--- src/rtl/sensor_seq.sv ---
// rtl/sensor_seq.sv - line-sensor readout sequencer: SENSOR_CLK/ST generation and EOC/EOS capture
//
// Purpose: generates the sensor drive clock and ST start pulse from FPGA_CLK
// using divider/period/high-time settings that are shadowed when a run starts.
// It synchronises EOC/EOS, emits per-pixel strobes with indices and per-line
// length capture, and flags pixel-counter saturation. Everything is clocked on
// FPGA_CLK; SENSOR_CLK is a registered data output only.
//
// Optional feature macro: SENSOR_SEQ_LEN_CHECK_EN (line-length comparator for LEN_ERR).
//
// Ports:
//   FPGA_CLK   in   system clock
//   FPGA_RST   in   asynchronous active-low reset
//   EN         in   run request (level)
//   DIV        in   SENSOR_CLK half-period minus 1
//   ST_PERIOD  in   ST period in sensor clocks
//   ST_HIGH    in   ST high time in sensor clocks
//   EOC, EOS   in   asynchronous sensor end-of-conversion / end-of-scan
//   SENSOR_CLK out  sensor drive clock
//   ST         out  sensor start pulse
//   BUSY       out  sequencer not idle
//   PIX_STB    out  one-cycle pixel strobe, PIX_IDX valid with it
//   LINE_DONE  out  one-cycle end-of-line strobe, LINE_LEN held
//   OVF        out  sticky pixel counter saturation
//   LEN_ERR    out  one-cycle line length mismatch
`timescale 1ns/1ps
module sensor_seq #(
  parameter int DIV_W = 16,
  parameter int CNT_W = 21,
  parameter int PIX_W = 11,
  parameter int NPIX  = 1024
) (
  input  logic             FPGA_CLK,
  input  logic             FPGA_RST,
  input  logic             EN,
  input  logic [DIV_W-1:0] DIV,
  input  logic [CNT_W-1:0] ST_PERIOD,
  input  logic [CNT_W-1:0] ST_HIGH,
  input  logic             EOC,
  input  logic             EOS,
  output logic             SENSOR_CLK,
  output logic             ST,
  output logic             BUSY,
  output logic             PIX_STB,
  output logic [PIX_W-1:0] PIX_IDX,
  output logic             LINE_DONE,
  output logic [PIX_W-1:0] LINE_LEN,
  output logic             OVF,
  output logic             LEN_ERR
);

  typedef enum logic [1:0] {S_IDLE = 2'd0, S_RUN = 2'd1, S_DRAIN = 2'd2} state_t;

  localparam logic [PIX_W-1:0] LP_PIX_MAX = '1;

  state_t           r_state;
  state_t           w_next_state;
  logic [1:0]       r_rst_sync;
  logic             w_rst_ready;
  logic             w_busy;
  logic             w_start;
  logic             w_stop;

  logic [DIV_W-1:0] r_div;
  logic [CNT_W-1:0] r_per;
  logic [CNT_W-1:0] r_thr;
  logic [CNT_W-1:0] w_per_eff;
  logic [CNT_W-1:0] w_high_eff;
  logic [CNT_W-1:0] w_thr_eff;

  logic [DIV_W-1:0] r_div_cnt;
  logic             r_sclk;
  logic [CNT_W-1:0] r_st_cnt;
  logic             r_st;
  logic             w_div_wrap;
  logic             w_sclk_rise;
  logic             w_st_wrap;
  logic [CNT_W-1:0] w_st_cnt_next;

  logic             r_eoc_s1, r_eoc_s2, r_eoc_d;
  logic             r_eos_s1, r_eos_s2, r_eos_d;
  logic             w_eoc_evt;
  logic             w_eos_evt;
  logic [PIX_W-1:0] r_pix_cnt;
  logic [PIX_W-1:0] w_pix_inc;
  logic [PIX_W-1:0] w_line_len_next;
  logic             r_pix_stb;
  logic [PIX_W-1:0] r_pix_idx;
  logic             r_line_done;
  logic [PIX_W-1:0] r_line_len;
  logic             r_ovf;

  // Reset release is held off two cycles so the FSM never leaves IDLE on the
  // edge where reset deassertion may still be metastable.
  always_ff @(posedge FPGA_CLK or negedge FPGA_RST) begin
    if (!FPGA_RST) r_rst_sync <= 2'b00;
    else           r_rst_sync <= {r_rst_sync[0], 1'b1};
  end
  assign w_rst_ready = r_rst_sync[1];

  // Effective settings: P = max(ST_PERIOD,1), H = min(ST_HIGH,P); ST is high
  // while the count is at or above P-H.
  assign w_per_eff  = (ST_PERIOD == '0) ? CNT_W'(1) : ST_PERIOD;
  assign w_high_eff = (ST_HIGH > w_per_eff) ? w_per_eff : ST_HIGH;
  assign w_thr_eff  = w_per_eff - w_high_eff;

  assign w_div_wrap    = (r_div_cnt == r_div);
  assign w_sclk_rise   = w_div_wrap & ~r_sclk;
  assign w_st_wrap     = w_sclk_rise & (r_st_cnt == (r_per - CNT_W'(1)));
  assign w_st_cnt_next = w_st_wrap ? '0 : (r_st_cnt + CNT_W'(1));

  // FSM: state register
  always_ff @(posedge FPGA_CLK or negedge FPGA_RST) begin
    if (!FPGA_RST) r_state <= S_IDLE;
    else           r_state <= w_next_state;
  end

  // FSM: next state. A re-raised EN in DRAIN wins over a same-cycle wrap.
  always_comb begin
    w_next_state = r_state;
    case (r_state)
      S_IDLE:  if (EN && w_rst_ready) w_next_state = S_RUN;
      S_RUN:   if (!EN) w_next_state = S_DRAIN;
      S_DRAIN: begin
        if (EN)             w_next_state = S_RUN;
        else if (w_st_wrap) w_next_state = S_IDLE;
      end
      default: w_next_state = S_IDLE;
    endcase
  end

  // FSM: outputs
  always_comb begin
    w_busy  = (r_state != S_IDLE);
    w_start = (r_state == S_IDLE) && (w_next_state == S_RUN);
    w_stop  = (r_state == S_DRAIN) && (w_next_state == S_IDLE);
  end

  // Sensor clock and ST generation
  always_ff @(posedge FPGA_CLK or negedge FPGA_RST) begin
    if (!FPGA_RST) begin
      r_div     <= '0;
      r_per     <= CNT_W'(1);
      r_thr     <= '0;
      r_div_cnt <= '0;
      r_sclk    <= 1'b0;
      r_st_cnt  <= '0;
      r_st      <= 1'b0;
    end else if (w_start) begin
      r_div     <= DIV;
      r_per     <= w_per_eff;
      r_thr     <= w_thr_eff;
      r_div_cnt <= '0;
      r_sclk    <= 1'b0;
      r_st_cnt  <= '0;
      // Count starts at 0, so ST is already high when H covers the whole period.
      r_st      <= (w_thr_eff == '0);
    end else if (w_stop) begin
      r_div_cnt <= '0;
      r_sclk    <= 1'b0;
      r_st_cnt  <= '0;
      r_st      <= 1'b0;
    end else if (w_busy) begin
      r_div_cnt <= w_div_wrap ? '0 : (r_div_cnt + DIV_W'(1));
      if (w_div_wrap) r_sclk <= ~r_sclk;
      if (w_sclk_rise) begin
        r_st_cnt <= w_st_cnt_next;
        r_st     <= (w_st_cnt_next >= r_thr);
      end
    end
  end

  // EOC/EOS synchronisers and previous-value flops for edge detection
  always_ff @(posedge FPGA_CLK or negedge FPGA_RST) begin
    if (!FPGA_RST) begin
      {r_eoc_s1, r_eoc_s2, r_eoc_d} <= 3'b000;
      {r_eos_s1, r_eos_s2, r_eos_d} <= 3'b000;
    end else begin
      {r_eoc_s1, r_eoc_s2, r_eoc_d} <= {EOC, r_eoc_s1, r_eoc_s2};
      {r_eos_s1, r_eos_s2, r_eos_d} <= {EOS, r_eos_s1, r_eos_s2};
    end
  end

  // Edges arriving while IDLE (including the start cycle) are dropped.
  assign w_eoc_evt       = w_busy & r_eoc_s2 & ~r_eoc_d;
  assign w_eos_evt       = w_busy & r_eos_s2 & ~r_eos_d;
  assign w_pix_inc       = (r_pix_cnt == LP_PIX_MAX) ? r_pix_cnt : (r_pix_cnt + PIX_W'(1));
  assign w_line_len_next = w_eoc_evt ? w_pix_inc : r_pix_cnt;

  // Pixel counter, strobes and line capture
  always_ff @(posedge FPGA_CLK or negedge FPGA_RST) begin
    if (!FPGA_RST) begin
      r_pix_cnt   <= '0;
      r_pix_stb   <= 1'b0;
      r_pix_idx   <= '0;
      r_line_done <= 1'b0;
      r_line_len  <= '0;
      r_ovf       <= 1'b0;
    end else begin
      r_pix_stb   <= 1'b0;
      r_line_done <= 1'b0;
      if (w_start) begin
        r_pix_cnt <= '0;
        r_ovf     <= 1'b0;
      end else begin
        if (w_eoc_evt) begin
          r_pix_stb <= 1'b1;
          r_pix_idx <= r_pix_cnt;
          if (w_pix_inc == LP_PIX_MAX) r_ovf <= 1'b1;
        end
        if (w_eos_evt) begin
          r_line_done <= 1'b1;
          r_line_len  <= w_line_len_next;
          r_pix_cnt   <= '0;
        end else begin
          r_pix_cnt <= w_line_len_next;
        end
      end
    end
  end

`ifdef SENSOR_SEQ_LEN_CHECK_EN
  logic r_len_err;
  always_ff @(posedge FPGA_CLK or negedge FPGA_RST) begin
    if (!FPGA_RST) r_len_err <= 1'b0;
    else           r_len_err <= w_eos_evt && (32'(w_line_len_next) != 32'(NPIX));
  end
  assign LEN_ERR = r_len_err;
`else
  assign LEN_ERR = 1'b0;
`endif

  assign SENSOR_CLK = r_sclk;
  assign ST         = r_st;
  assign BUSY       = w_busy;
  assign PIX_STB    = r_pix_stb;
  assign PIX_IDX    = r_pix_idx;
  assign LINE_DONE  = r_line_done;
  assign LINE_LEN   = r_line_len;
  assign OVF        = r_ovf;

endmodule

--- config.mk ---
export PLATFORM = sky130hd
export DESIGN_NAME = sensor_seq
export DESIGN_NICKNAME = d
export VERILOG_FILES = /design/src/rtl/sensor_seq.sv
export SDC_FILE = /design/constraint.sdc
export NUM_CORES = 1
export LEC_CHECK = 0
export ABC_AREA = 0
export BUFFER_PORTS_ARGS = -buffer_cell sky130_fd_sc_hd__buf_2
export CORE_UTILIZATION = 30
export DETAILED_ROUTE_END_ITERATION = 12
export PLACE_DENSITY = 0.54
export SYNTH_ARGS = -nofsm -noshare
export SYNTH_HDL_FRONTEND = slang
export SYNTH_SLANG_ARGS = --single-unit
--- constraint.sdc ---
create_clock -name FPGA_CLK -period 5.9 [get_ports FPGA_CLK]
set_input_delay 0.885 -clock FPGA_CLK [delete_from_list [all_inputs] [get_ports FPGA_CLK]]
set_output_delay 0.885 -clock FPGA_CLK [all_outputs]
set_load 0.01 [all_outputs]
==> impl_results.md, run 1 <==
* Crit path max-delay cell type: a2111oi_1
* H-tree depth at 4
* Vias per cell at 4.96
* Post-synth EDFFs at 0
* Internal power at 2140 uW
* Critical path endpoint category: flop
* Clk_lat worst skew at roughly 0.43 ns
* Sw Ratio at 0.345
* Setup_tns at 0 ns
* Clock-pin slew on the worst setup and hold paths at 0.06 ns
* Worst path max stage delay at 0.47 ns
* Starting density of the core at 0.307
* Comb power frac at 0.288
* CP Buf/Inv Count at 4
* Yosys top cell by area: dfrtp_1
* CTS buffer count at 17
* Area of the die at 33,100 um^2
* Final hold vios at 0
* Post-synth top area share at 0.366
* Worst-path maximum fanout at 7
* Clk pwr share at 0.329
* Gpl congestion at 0.886
* Max-slew headroom at 0.410
* Clock root buffer: clkbuf_16
* Worst hold margin at 0.351 ns
* Register area share after synthesis at 0.368
* # rows at 65
* Synthesized area at 9720 um^2
* First-pass GRT wire length at 42,800 um
* CP required at ~6.3 ns
* Synthesis Warnings at 0
* Lkg Pwr at 0.00545 uW
* Worst Setup Start Kind: input pin
* Vias in the first global route at 8,170
* Maximum VDD drop at between 0.15 and 0.2 mV
* Setup slack, reg-to-reg at about 0.64 ns
* DRT iter0 DRCs at 567
* Status: complete, no violations
* Fraction of layout cells with a size suffix above 1 at 0.157
* Area occupied by multi-input gates at 5650 um^2
* HPWL after detailed placement at 20,500 um
* Grt ovf at 0
* Layout area overhead at 17.0%
* Psw at 1130 uW
* Core ar. at 31,700 um^2
* Kind of critical path: input pin to flop
* WL per Instance at 15.8 um
* Min Tclk post-route at roughly 5.5 ns
* CTS sink cnt at about 140
* Post-Synthesis Cells at 1,163
* Port Buffers at 90
* Clock buffer depth at 2
* DRC at 0
* I/O pins at about 90
* Synth area leaders: dfrtp_1 (37%), ha_1 (8.5%), nand2_1 (7.6%)
* DR vias at between 8,000 and 9,000
* Critical path arrival at 5.85 ns
* Initial antenna violation count at 1
* Worst Hold Class: flop to flop
* Fmax achieved at 182 MHz
* RSZ-0062 raised after global routing: false
* Library cells used by synthesis at 69
* Reg power frac at 0.383
* Worst-margin pin slew at 0.885 ns
* Final setup fails at 0
* Ys async rst share at 1.00
* Tcrit/Tclk final at 0.930
* CTS tree: yes
* Critical path's top delay family: compound AO/OA/AOI/OAI gates
* Die X at 182 um
* Final Max Slew Viols at 0
* Largest net degree at the start of global routing at 95
* Most common cell after layout, fill and taps aside: nand2_1
* Non-Filler Instances at between 1,500 and 2,000
* Max Cap Viol at 0
* Die Height at ~180 um
* Reg area at 3580 um^2
* Most frequent cells in the layout: nand2_1 (198), dfrtp_1 (142), buf_2 (89), o21ai_0 (88), nor2_1 (77)
* Number of nets in the layout at ~1,400
* Synth Register Bits at between 100 and 150
* Post-Place Cells at 1,636
* Total GRT Usage at 0.163
* Post-route ant nets at 0
* # diodes at 0
* Fill count at roughly 3,300
* Primary FF master, synth: dfrtp_1
* Drt pass-1 iters at 5
* Power density over cell area at 287 nW/um^2
* Final Skew at approximately 0.012 ns
* Avg Inst Size Synth at 8.36 um^2
* Post-Syn Nets at 1,293
* WL final at around 26,000 um
## registers in the layout, indices dropped and copies added (netlist names)
register / cells
r_eoc_s1: 1
r_thr: 21
ST: 1
PIX_IDX: 11
SENSOR_CLK: 1
r_div_cnt: 16
r_per: 21
r_eos_d: 1
LINE_DONE: 1
LINE_LEN: 11
r_pix_cnt: 11
r_st_cnt: 21
r_eos_s2: 1
r_rst_sync: 2
r_state: 2
r_eos_s1: 1
r_div: 16
PIX_STB: 1
r_eoc_d: 1
OVF: 1
r_eoc_s2: 1
## Yosys cell counts (3+ instances only)
library cell / n
clkbuf_1: 60
nor2_1: 78
nand3b_1: 5
nor4_1: 15
nand2b_1: 13
buf_6: 4
a21oi_2: 10
a21oi_1: 53
mux2i_1: 20
and2_1: 7
or4_4: 3
nor3_1: 30
nand3_1: 31
xor2_1: 54
xnor2_1: 29
o21a_1: 5
or4_1: 3
dfrtp_1: 142
inv_1: 63
a31oi_1: 9
a211o_1: 5
a211oi_1: 10
a2111oi_0: 6
o21ai_0: 88
nand2_1: 198
o211ai_1: 7
nor2b_1: 11
a21o_1: 12
o2111ai_1: 5
o41ai_1: 3
and4_1: 5
nand4_1: 17
ha_1: 66
and3_1: 17
or3_1: 31
nand4b_1: 3
## final cells by class
type,instances,share of cell area
clock buffers,20,0.0402
inverters,63,0.0208
repair buffers,139,0.0725
clock inverters,12,0.0109
flip-flops and latches,143,0.315
multi-input cells,889,0.497
well taps,402,0.0442
## per-layer routing
layer / vias to the layer above / GRT usage / part of all wire
met5: - / 0 / 0
li1: 4231 / - / -
met3: 23 / 0.0239 / 0.030
met1: 3860 / 0.227 / 0.50
met2: 157 / 0.262 / 0.45
met4: 0 / 0.0491 / 0.015
## worst register-to-register path: cells and delay by family, from the launching register on
| family | cells | cell delay (ns) |
|---|---|---|
| adders and majority gates | 1 | 0.29 |
| buffers and inverters | 2 | 0.33 |
| AOI/OAI and AO/OA | 8 | 1.66 |
| and+or+nand+nor | 8 | 2.48 |
| DFF | 1 | 0.38 |
## per-stage QoR
stage,instance area (um^2),setup WS (ns),power [uW],utilization
2_1_floorplan,9720,0.281,1880,-
3_3_place_gp,10800,-0.00641,2190,0.340
3_5_place_dp,10800,-0.120,2210,0.340
4_1_cts,11400,0.303,3300,0.358
5_1_grt,11400,0.0979,3480,0.358
6_report,11400,0.413,3260,0.358
## repair_timing
item	4_1_cts	5_1_grt
hold buffers	0	0
endpoints found under the setup margin	0	2
buffers inserted	0	0
gates resized for setup	0	4
## logic make-up (layout without fill, tap and decap cells)
kind of cell | Yosys count | in the layout | synth area share
adder cells (fa/ha/maj) | 68 | 68 | 0.0880
multiplexers | 22 | 22 | 0.0229
buffers and inverters | 131 | 234 | 0.0543
flip-flops | 143 | 143 | 0.368
AND/OR/NAND/NOR | 478 | 478 | 0.240
AO/OA/AOI/OAI | 236 | 236 | 0.151
XOR/XNOR | 83 | 83 | 0.0748
other | 2 | 2 | 0.000772
## worst paths after layout
path                                   start           to  cells past startpoint
worst min-delay path                r_eos_s1     r_eos_s2                      0
worst max register to register      r_per[2]           ST                     19
max in group asynchronous           FPGA_RST  LINE_LEN[4]                      2
worst min register to register      r_eos_s1     r_eos_s2                      0
worst max-delay path            ST_PERIOD[8]           ST                     26
min in group asynchronous           FPGA_RST    r_thr[18]                      1
## power by group through the flow
stage / combinational [uW] / clock [uW] / sequential (uW)
finish: 941 / 1070 / 1250
global route: 1060 / 1140 / 1270
CTS: 944 / 1100 / 1250
detailed placement: 941 / 0 / 1270
global placement: 925 / 0 / 1270
floorplan: 649 / 0 / 1230
Note: power is estimated with default switching activity, not from simulation.
==> run 2, diff against run 1 <==
Settings changed: CORE_ASPECT_RATIO from default to 1.1.
==> impl_results.md, run 2 (synthesis gave the netlist of run 1 again) <==
* Clock root buffer: clkbuf_16
* Worst-margin pin slew at 1.13 ns
* Port Buffers at 90
* Post-Layout Inst Area at 11,400 um^2
* Vias in the first global route at 8,253
* Maximum VDD drop at 0.212 mV
* Total GRT Usage at 0.170
* Lkg Pwr at 0.00545 uW
* Vias per cell at about 5
* Power density over cell area at 293 nW/um^2
* Final Skew at ~0.012 ns
* Die X at 174 um
* Max Cap Viol at 0
* Min Tclk post-route at 5.52 ns
* DRC at 0
* Final hold vios at 0
* Met2 WL at 12,600 um
* CP cell instances: or4_1, o41ai_1, o2111ai_1, or4_1, or4_4, nand2b_1, and2_1, ha_1, nor2b_1, o21a_1, o21a_1, o21ai_0, buf_4, a2111oi_0, buf_4, nor3_1, a211oi_1, buf_4, a41oi_1, nor2_1
* Max-slew headroom at 0.246
* H-tree depth at 4
* Min-Delay Endpoint: r_eos_s2
* CP dominant cell by count: buf_4
* Critical path's top delay family: simple AND/OR/NAND/NOR gates
* Worst Setup Start Kind: flop
* Clock buffer depth at 2
* Worst path max stage delay at 0.68 ns
* Final setup fails at 0
* Core ar. at ~32,000 um^2
* Biggest regs: r_per: 21 flops, r_st_cnt: 21 flops, r_thr: 21 flops
* Worst hold path depth at 0
* # diodes at 0
* Post-route ant nets at 0
* Die Height at 191 um
* Clock-pin slew on the worst setup and hold paths at 0.07 ns
* Number of nets in the layout at 1,381
* DR vias at 8,377
* Largest net degree at the start of global routing at around 100
* Grt ovf at 0
* WL final at 27,100 um
* FF-to-FF End: ST
* Setup_tns at 0 ns
* # rows at a little under 70
* DRT iter0 DRCs at 501
* Fmax achieved at 181 MHz
* CTS buffer count at 17
* Worst Hold Class: flop to flop
* Metal-1 WL at about 13,000 um
* Status: complete, no violations
* HPWL after detailed placement at about 21,000 um
* CTS tree: yes
* Drt pass-1 iters at 4
* Layout area overhead at 17.3%
* Crit path launch: r_per[7]
* Starting density of the core at 0.307
* Final Max Slew Viols at 0
* Gpl congestion at 0.883
* RSZ-0062 raised after global routing: false
* Most frequent cells in the layout: nand2_1 (198), dfrtp_1 (142), buf_2 (89), o21ai_0 (88), nor2_1 (77)
* Critical path endpoint category: flop
* CTS sink cnt at ~140
* Critical path arrival at 5.84 ns
* Area of the die at about 33,000 um^2
* Cts hold-fix bufs at 0
* I/O pins at 92
* RR Startpoint: r_per[7]
* Fraction of layout cells with a size suffix above 1 at 0.153
* First-pass GRT wire length at 44,400 um
* Clk_lat worst skew at 0.43 ns
* Worst-path maximum fanout at 6
* Met3 wire len at 970 um
* DR top layer: met4
* Post-Place Cells at 1,652
* Tcrit/Tclk final at 0.936
* Placed cell area at 10,800 um^2
* Hold Path Origin: r_eos_s1
* Non-Filler Instances at ~1,700
* WL per Instance at between 15 and 20 um
* Crit path max-delay cell type: or4_1
* Kind of critical path: flop to flop
* Initial antenna violation count at 0
* Setup slack, reg-to-reg at 0.38 ns
* CP required at 6.22 ns
* CP Buf/Inv Count at 3
* Most common cell after layout, fill and taps aside: nand2_1
* R2R cell count at 20
[run 2: changes by cell type in the layout (fill, tap and decap cells not counted), sizes merged]
cell | previous run | this run
buf | 139 | 137
clkinv | 4 | 3
inv | 69 | 68
bufinv | 1 | 3
clkbuf | 20 | 19
clkinvlp | 1 | 2
[run 2: routing by layer]
| metal | vias up | GRT usage |
|---|---|---|
| met3 | 26 | 0.0231 |
| met1 | 3959 | 0.231 |
| met2 | 169 | 0.277 |
| met5 | - | 0 |
| li1 | 4223 | - |
| met4 | 0 | 0.0553 |
[run 2: what timing repair did]
action                     4_1_cts  5_1_grt
buffers inserted                 0        0
resized for setup                0        1
setup endpoints to repair        0        2
[run 2: how the worst max path moves through the flow]
stage	to	slack (ns)	depth (start not counted)
2_1_floorplan	ST	0.28	23
3_3_place_gp	ST	0.07	25
3_5_place_dp	ST	0.02	25
4_1_cts	ST	0.33	20
5_1_grt	ST	0.08	20
6_report	ST	0.38	20
[run 2: area by class of cell]
type	count	area, um^2
clock buffers	19	433
flip-flops and latches	143	3580
repair buffers	137	822
multi-input cells	889	5630
fillers	3367	20200
well taps	420	526
inverters	63	236
clock inverters	13	178
[run 2: through the flow]
step / setup slack, ns / power, uW / hold WS [ns] / utilization
after CTS: 0.329 / 3370 / 0.351 / 0.360
after floorplan: 0.281 / 1880 / 0.331 / -
after global placement: 0.0724 / 2220 / 0.334 / 0.341
after detailed placement: 0.0224 / 2230 / 0.336 / 0.341
final: 0.380 / 3340 / 0.348 / 0.360
after global routing: 0.0796 / 3560 / 0.357 / 0.360
[run 2: power breakdown]
group	internal, uW	switching (uW)	leakage [uW]
Sequential	1120	125	0.00188
Combinational	404	559	0.00328
Clock	675	454	0.000291
==> run 3, diff against run 2 <==
Settings changed: CORE_MARGIN from default to 10.
==> impl_results.md, run 3 (synthesis gave the netlist of run 1 again) <==
* Clock buffer depth at 2
* CTS sink cnt at 143
* Cts hold-fix bufs at 0
* Worst-path maximum fanout at 10
* Max Cap Viol at 0
* Core ar. at 32,100 um^2
* Power density over cell area at 290 nW/um^2
* Final Skew at 0.0145 ns
* Worst Setup Start Kind: flop
* Post-Layout Inst Area at 11,200 um^2
* CTS tree: yes
* Most common cell after layout, fill and taps aside: nand2_1
* Tcrit/Tclk final at 0.909
* Worst Hold Class: flop to flop
* Vias in the first global route at 8,439
* Area of the die at between 40,000 and 50,000 um^2
* Reg area at 3580 um^2
* Maximum VDD drop at 0.243 mV
* CP required at roughly 6.3 ns
* Setup_tns at 0 ns
* Critical path arrival at 5.72 ns
* Worst hold margin at 0.347 ns
* Lkg Pwr at 0.00529 uW
* Drt pass-1 iters at 5
* Final setup fails at 0
* RSZ-0062 raised after global routing: false
* # rows at just under 70
* Area occupied by multi-input gates at 5650 um^2
* DR vias at roughly 8,400
* Clock root buffer: clkbuf_16
* Fin util at 0.348
* DRT iter0 DRCs at roughly 490
* Grt ovf at 0
* Gpl congestion at 0.910
* Status: complete, no violations
* Vias per cell at 5.04
* First-pass GRT wire length at 44,800 um
* Starting density of the core at 0.303
* Worst-margin pin slew at between 0.9 and 1 ns
* HPWL after detailed placement at between 20,000 and 25,000 um
* CTS buffer count at 17
* DRC at 0
* Post_cts resized at 0
* Largest net degree at the start of global routing at 100
* Critical path endpoint category: flop
* Final Max Slew Viols at 0
* Placed cell area at 10,600 um^2
* Kind of critical path: flop to flop
* Fmax achieved at 186 MHz
* I/O pins at 92
* Initial antenna violation count at 0
* Max-slew headroom at 0.356
* Clk_lat worst skew at around 0.43 ns
* Post-route ant nets at 0
* # diodes at 0
* Final hold vios at 0
* Fill count at 3,361
* Clock-pin slew on the worst setup and hold paths at 0.07 ns
* Number of nets in the layout at about 1,400
* Die X at around 190 um
* H-tree depth at 4
* Layout area overhead at 15.0%
* Most frequent cells in the layout: nand2_1 (198), dfrtp_1 (142), buf_2 (89), o21ai_0 (87), nor2_1 (77)
* Biggest regs: r_per: 21 flops, r_st_cnt: 21 flops, r_thr: 21 flops
* WL per Instance at 16.5 um
* WL final at approximately 27,000 um
* Fraction of layout cells with a size suffix above 1 at 0.136
* Setup bufs post-CTS at 0
* Min Tclk post-route at approximately 5.4 ns
* Die Height at 209 um
* Total GRT Usage at 0.138
* Port Buffers at 90
## run 3: changes by cell type in the layout (fill, tap and decap cells not counted), moves of 2 or more
cell	delta
buf_4	-28
clkinvlp_4	+3
inv_8	+3
bufinv_16	-2
clkinv_4	-2
## run 3: worst paths after layout
kind	start	to	slack [ns]	cells after the start
min reg2reg	r_eoc_s1	r_eoc_s2	0.35	0
max	r_per[3]	ST	0.54	17
min	r_eoc_s1	r_eoc_s2	0.35	0
max reg2reg	r_per[3]	ST	0.54	17
min in group asynchronous	FPGA_RST	r_st_cnt[14]	0.57	1
max in group asynchronous	FPGA_RST	r_per[2]	4.12	2
## run 3: stage by stage
step / worst slack (ns) / std cells / total power [uW]
global route: 0.0487 / 1662 / 3470
global placement: 0.149 / 1630 / 2180
floorplan: 0.281 / 1163 / 1880
detailed placement: 0.0450 / 1630 / 2200
CTS: 0.489 / 1662 / 3280
finish: 0.536 / 1662 / 3250
## run 3: final cells by class
| class | instances | area share |
|---|---|---|
| Multi-Input combinational cell | 889 | 0.505 |
| Sequential cell | 143 | 0.320 |
| Timing Repair Buffer | 109 | 0.0540 |
| Tap cell | 426 | 0.0477 |
| Inverter | 63 | 0.0212 |
| Clock inverter | 14 | 0.0132 |
| Clock buffer | 18 | 0.0384 |
## run 3: worst max-delay path: stages (launching register included)
cell and delay, ns:
dfrtp_1 0.48, or4_4 0.65, o41ai_1 0.53, o2111ai_1 0.21
or4_1 0.56, or4_4 0.45, nand2b_1 0.21, and2_1 0.20
ha_1 0.28, nor2b_1 0.14, o21a_1 0.12, o21a_1 0.11
o21ai_0 0.13, a2111oi_0 0.45, nor3_1 0.11, a211oi_1 0.38
o32ai_1 0.16, nor2_1 0.10
## run 3: power breakdown
part | switching [uW] | internal (uW)
clock | 468 | 595
combinational | 544 | 368
sequential | 147 | 1120
## run 3: per-layer routing
metal,track usage,up-vias,part of all wire
met5,0,-,0
met4,0.0480,0,0.022
met3,0.0235,32,0.041
met2,0.213,185,0.44
met1,0.190,3987,0.49
li1,-,4176,-
